<file path="config.mk">
export PLATFORM = sky130hd
export DESIGN_NAME = perf_stat_unit
export DESIGN_NICKNAME = d
export VERILOG_FILES = /design/src/rtl/perf_pkg.sv /design/src/rtl/perf_sat_counter.sv /design/src/rtl/perf_stat_unit.sv
export SDC_FILE = /design/constraint.sdc
export NUM_CORES = 1
export LEC_CHECK = 0
export CAP_MARGIN = 20
export CELL_PAD_IN_SITES_DETAIL_PLACEMENT = 0
export CELL_PAD_IN_SITES_GLOBAL_PLACEMENT = 1
export CORE_UTILIZATION = 47
export DETAILED_ROUTE_END_ITERATION = 8
export PLACE_DENSITY_LB_ADDON = 0.1
export SLEW_MARGIN = 20
export SYNTH_ARGS = -nofsm -noshare
export SYNTH_HDL_FRONTEND = slang
export SYNTH_SLANG_ARGS = --single-unit
</file>
<file path="constraint.sdc">
create_clock -name clk -period 2.7 [get_ports clk]
set_clock_uncertainty 0.05 [all_clocks]
set_input_delay 0.27 -clock clk [delete_from_list [all_inputs] [get_ports clk]]
set_output_delay 0.27 -clock clk [all_outputs]
set_load 0.02 [all_outputs]
</file>
<file path="src/rtl/perf_pkg.sv">
// Shared indices and state encodings for the performance-statistics unit.
// Read-select values double as counter-bank indices.
package perf_pkg;

  localparam logic [2:0] CNT_CYC  = 3'd0;
  localparam logic [2:0] CNT_INST = 3'd1;
  localparam logic [2:0] CNT_IREQ = 3'd2;
  localparam logic [2:0] CNT_IHIT = 3'd3;
  localparam logic [2:0] CNT_DREQ = 3'd4;
  localparam logic [2:0] CNT_DHIT = 3'd5;
  localparam logic [2:0] CNT_STAT = 3'd6;
  localparam logic [2:0] CNT_NONE = 3'd7;
  localparam int         NUM_CNT  = 6;

  typedef enum logic {
    ST_RUN    = 1'b0,
    ST_HALTED = 1'b1
  } perf_state_e;

endpackage

</file>
<file path="src/rtl/perf_sat_counter.sv">
// Single saturating up-counter with synchronous clear.
// Reset wins over clear, clear wins over increment.
module perf_sat_counter #(
  parameter int W = 32
) (
  input  logic         clk,
  input  logic         rst,
  input  logic         clear,
  input  logic         inc,
  output logic [W-1:0] q
);

  logic [W-1:0] cnt_q;
  logic [W-1:0] cnt_d;

  always_comb begin
    cnt_d = cnt_q;
    if (clear)
      cnt_d = '0;
    else if (inc && !(&cnt_q))
      cnt_d = cnt_q + W'(1);
  end

  always_ff @(posedge clk) begin
    if (rst)
      cnt_q <= '0;
    else
      cnt_q <= cnt_d;
  end

  assign q = cnt_q;

endmodule

</file>
<file path="src/rtl/perf_stat_unit.sv">
// Performance-statistics block: halt FSM, six saturating event counters,
// registered read port. Optional shadow bank under PERF_SNAPSHOT_EN.
module perf_stat_unit
  import perf_pkg::*;
#(
  parameter int CNT_W = 32
) (
  input  logic             clk,
  input  logic             rst,
  input  logic             wb_reg_write,
  input  logic             mem_wr,
  input  logic             hlt,
  input  logic             icache_req,
  input  logic             icache_hit,
  input  logic             dcache_req,
  input  logic             dcache_hit,
  input  logic             clear,
  input  logic             snap,
  input  logic             rd_en,
  input  logic [2:0]       rd_sel,
  output logic [CNT_W-1:0] rd_data,
  output logic             rd_valid,
  output logic             halted
);

  perf_state_e state_q;
  logic        run;

  assign run    = (state_q == ST_RUN);
  assign halted = (state_q == ST_HALTED);

  always_ff @(posedge clk) begin
    if (rst)
      state_q <= ST_RUN;
    else if (clear)
      state_q <= ST_RUN;
    else if (run && hlt)
      state_q <= ST_HALTED;
  end

  logic [NUM_CNT-1:0] inc;

  always_comb begin
    inc           = '0;
    inc[CNT_CYC]  = run;
    inc[CNT_INST] = run & (wb_reg_write | mem_wr | hlt);
    inc[CNT_IREQ] = run & icache_req;
    inc[CNT_IHIT] = run & icache_req & icache_hit;
    inc[CNT_DREQ] = run & dcache_req;
    inc[CNT_DHIT] = run & dcache_req & dcache_hit;
  end

  logic [CNT_W-1:0] cnt [NUM_CNT];

  for (genvar g = 0; g < NUM_CNT; g++) begin : g_cnt
    perf_sat_counter #(
      .W(CNT_W)
    ) u_cnt (
      .clk  (clk),
      .rst  (rst),
      .clear(clear),
      .inc  (inc[g]),
      .q    (cnt[g])
    );
  end

  logic [CNT_W-1:0] src [NUM_CNT];

`ifdef PERF_SNAPSHOT_EN
  logic [CNT_W-1:0] post  [NUM_CNT];
  logic [CNT_W-1:0] shd_q [NUM_CNT];

  always_comb begin
    for (int i = 0; i < NUM_CNT; i++) begin
      post[i] = cnt[i];
      if (inc[i] && !(&cnt[i]))
        post[i] = cnt[i] + CNT_W'(1);
    end
  end

  // Under clear the cycle's events are dropped, so keep the pre-clear value
  always_ff @(posedge clk) begin
    if (rst) begin
      for (int i = 0; i < NUM_CNT; i++)
        shd_q[i] <= '0;
    end else if (snap) begin
      for (int i = 0; i < NUM_CNT; i++)
        shd_q[i] <= clear ? cnt[i] : post[i];
    end
  end

  always_comb begin
    for (int i = 0; i < NUM_CNT; i++)
      src[i] = shd_q[i];
  end
`else
  logic unused_snap;
  assign unused_snap = snap;

  always_comb begin
    for (int i = 0; i < NUM_CNT; i++)
      src[i] = cnt[i];
  end
`endif

  logic [CNT_W-1:0] rd_mux;

  always_comb begin
    rd_mux = '0;
    case (rd_sel)
      CNT_STAT: rd_mux = {{(CNT_W-1){1'b0}}, halted};
      CNT_NONE: rd_mux = '0;
      default:  rd_mux = src[rd_sel];
    endcase
  end

  logic [CNT_W-1:0] rd_data_q;
  logic             rd_valid_q;

  always_ff @(posedge clk) begin
    if (rst) begin
      rd_data_q  <= '0;
      rd_valid_q <= 1'b0;
    end else begin
      rd_valid_q <= rd_en;
      if (rd_en)
        rd_data_q <= rd_mux;
    end
  end

  assign rd_data  = rd_data_q;
  assign rd_valid = rd_valid_q;

endmodule

</file>
==> results.cfg <==
[routing]
vias = 11300
drc = 0
viasPerCell = 6.25
routed_wl_um = 34800
wl_per_cell_um = 19.3
ant_nets = 0
dr.pass1.iters = 5
first_iter_violations = 783

[yosys]
synthMostInstantiatedCell = dfxtp_1
synthCells = 1415
synth_warnings = 0
avgSynthCellArea_sq_um = 8.75
synth_edf_count = 0
ys_seq_area_share_pct = 36.6
ys.flop_type = dfxtp_1
async_flop_share_pct = 0
ys_top_cells_by_area = dfxtp_1 (37%), mux4_2 (5.8%), or3_1 (5.2%)
syn_area_sq_um = 12400
ys_ff_latch = 226
synth_cell_types = 70
synth_top_area_share_pct = 36.6
synth_fp_nets = 1436
synth_common_cells = dfxtp_1 (226), a21oi_1 (121), nand2_1 (113)
yosysTopAreaCell = dfxtp_1

[sta]
rsz0062_at_grt = false
clock.fmax_ghz = 0.426
period_share_pct = 87.0
slew_headroom_pct = 32.6
finalMaxSlewViolations = 0
hold_viol_final = 0
finalSetupViolations = 0
worst_pin_slew_ns = 1.01
timing.setup.tns_ns = 0
period_needed_ns = 2.35

[cells_and_area]
drive_gt1_share_pct = 12.9
post-route-cell-area_sq_um = 14100
diodes = 0
synthToLayoutAreaGrowth_pct = 14.1
final_nets = 1477

[clock_tree]
hold_buffers = 0
cts.sinks = 226
worstSkewPairLatency_ns = 0.54
clock_path_buffers = 3
numCtsBuffers = 27
cts_tree = done
cts_resized = 0
clkTransAtPathRegs_ns = 0.06
cts_root_buffer = clkbuf_16
cts_setup_buffers = 0
htreeDepth = 1

[die]
die_x_um = 164
ioPinCount = 49
die_area_sq_um = 27000
rows = 59
die_h_um = 164
core_sq_um = 25900
start_util_pct = 47.8

[power_and_ir_drop]
p_sw_share_pct = 23.4
peakVddDrop_mv = 0.533
p_clk_share_pct = 48.4
pwr-share-comb_pct = 5.4
p_sw_uw = 1720
p_per_area_nw_per_um2 = 520
leakage_uw = 0.00428
p_int_uw = 5630
total_power_uw = 7350
seqPwrFrac_pct = 46.2

[min_path]
hold_class = primary input to register
holdPathStages = 2

[global_route]
antenna_found_initial = 1
grt_first_pass_wirelength_um = 55100
grt_pass1_vias = 10000
grt_overflow_total = 0
grt_usage_pct = 26.0
grt_start_max_net_pins = 54

[worst_setup_path]
path_class = register to register
crit_slowest_cell = or3_1
cp.arrival_ns = 2.76
crit_buf_inv = 0
critPathRequiredTime_ns = 3.11
cpPeakStageDelay_ns = 0.64
r2r_cells = 5
path_cells = and4_1 > nand3_1 > or3_1 > or4_1 > a21oi_1
path_max_fanout = 17
crit_family = simple AND/OR/NAND/NOR gates
path_depth = 5
critPathLaunchType = register
endpoint_kind = register

[flow_run]
cap_violations = 0

[placement]
dpl_cell_area_sq_um = 13300
place_congestion = 0.881
place.port_buffers = 47
hpwl_um = 24900

[run_status]
status = complete, no violations
## path summary, 6_finish.rpt
| path | slack [ns] | startpoint | end |
|---|---|---|---|
| max | 0.35 | g_cnt[3].u_cnt.q[3]$_SDFFE_PP0P_ | g_cnt[3].u_cnt.q[17]$_SDFFE_PP0P_ |
| min | 0.14 | rd_en | rd_valid$_SDFF_PP0_ |
| max reg2reg | 0.35 | g_cnt[3].u_cnt.q[3]$_SDFFE_PP0P_ | g_cnt[3].u_cnt.q[17]$_SDFFE_PP0P_ |
| min reg2reg | 0.42 | rd_data[0]$_SDFFE_PP0P_ | rd_data[0]$_SDFFE_PP0P_ |
## state kept, by name (all words and copies together), names as in the netlist
signal         count
g_cnt.u_cnt.q    192
rd_data           32
rd_valid           1
halted             1
## power by group through the flow
stage               clock [uW]  sequential, uW  combinational [uW]
global placement             0            3460                 402
detailed placement           0            3460                 402
CTS                       3630            3390                 404
floorplan                    0            3490                 218
finish                    3560            3390                 400
global route              3760            3390                 432
## layout by cell type, fill, tap and decap left out, types with 6 or more instances in the layout
master,n
and4_1,34
nor4_2,7
mux2i_1,24
or3_1,103
a22oi_1,31
o31ai_1,33
ha_1,6
mux2_2,30
and2_1,7
a211oi_1,36
clkinv_2,7
o21ai_0,77
o211ai_1,11
o2111ai_1,7
or4_1,38
nor4_1,12
xor2_1,12
buf_4,41
nand2_1,113
nand4_1,53
nor2_1,86
mux4_2,32
nand3_1,63
nor3_1,15
dfxtp_1,226
and3_1,21
clkbuf_16,27
inv_1,25
clkdlybuf4s50_1,43
xnor2_1,19
a21oi_1,121
o21ai_1,13
## cells by family after synthesis
group / Yosys count / share of synthesized area, %
AO/OA/AOI/OAI: 363 / 18.4
XOR/XNOR: 31 / 2.19
adder cells (fa/ha/maj): 6 / 0.607
buffers and inverters: 104 / 3.65
flip-flops: 226 / 36.6
multiplexers: 86 / 10.5
AND/OR/NAND/NOR: 599 / 28.1
## routing by layer
| metal | share of wire, % | track usage, % | routed length (um) |
|---|---|---|---|
| met5 | 0.032 | 0 | 11 |
| met4 | 3.3 | 8.59 | 1130 |
| met3 | 3.9 | 3.18 | 1360 |
| met2 | 45 | 41.0 | 15800 |
| met1 | 48 | 36.6 | 16600 |
## stage by stage
step / instances / worst slack, ns / util, % / hold WS (ns)
after floorplan: 1415 / 0.593 / - / 0.336
after global placement: 1762 / 0.253 / 51.2 / 0.410
after detailed placement: 1762 / 0.206 / 51.2 / 0.411
after CTS: 1807 / 0.381 / 54.5 / 0.123
after global routing: 1807 / 0.186 / 54.5 / 0.142
final: 1807 / 0.351 / 54.5 / 0.143
## area by class of cell
class	instances	area (sq um)
repair buffers	91	818
clock inverters	11	110
well taps	335	419
multi-input cells	1085	7410
fillers	2438	11800
flip-flops and latches	226	4520
clock buffers	34	742
inverters	25	93.8
No activity file was read; power rests on OpenSTA's default activity.
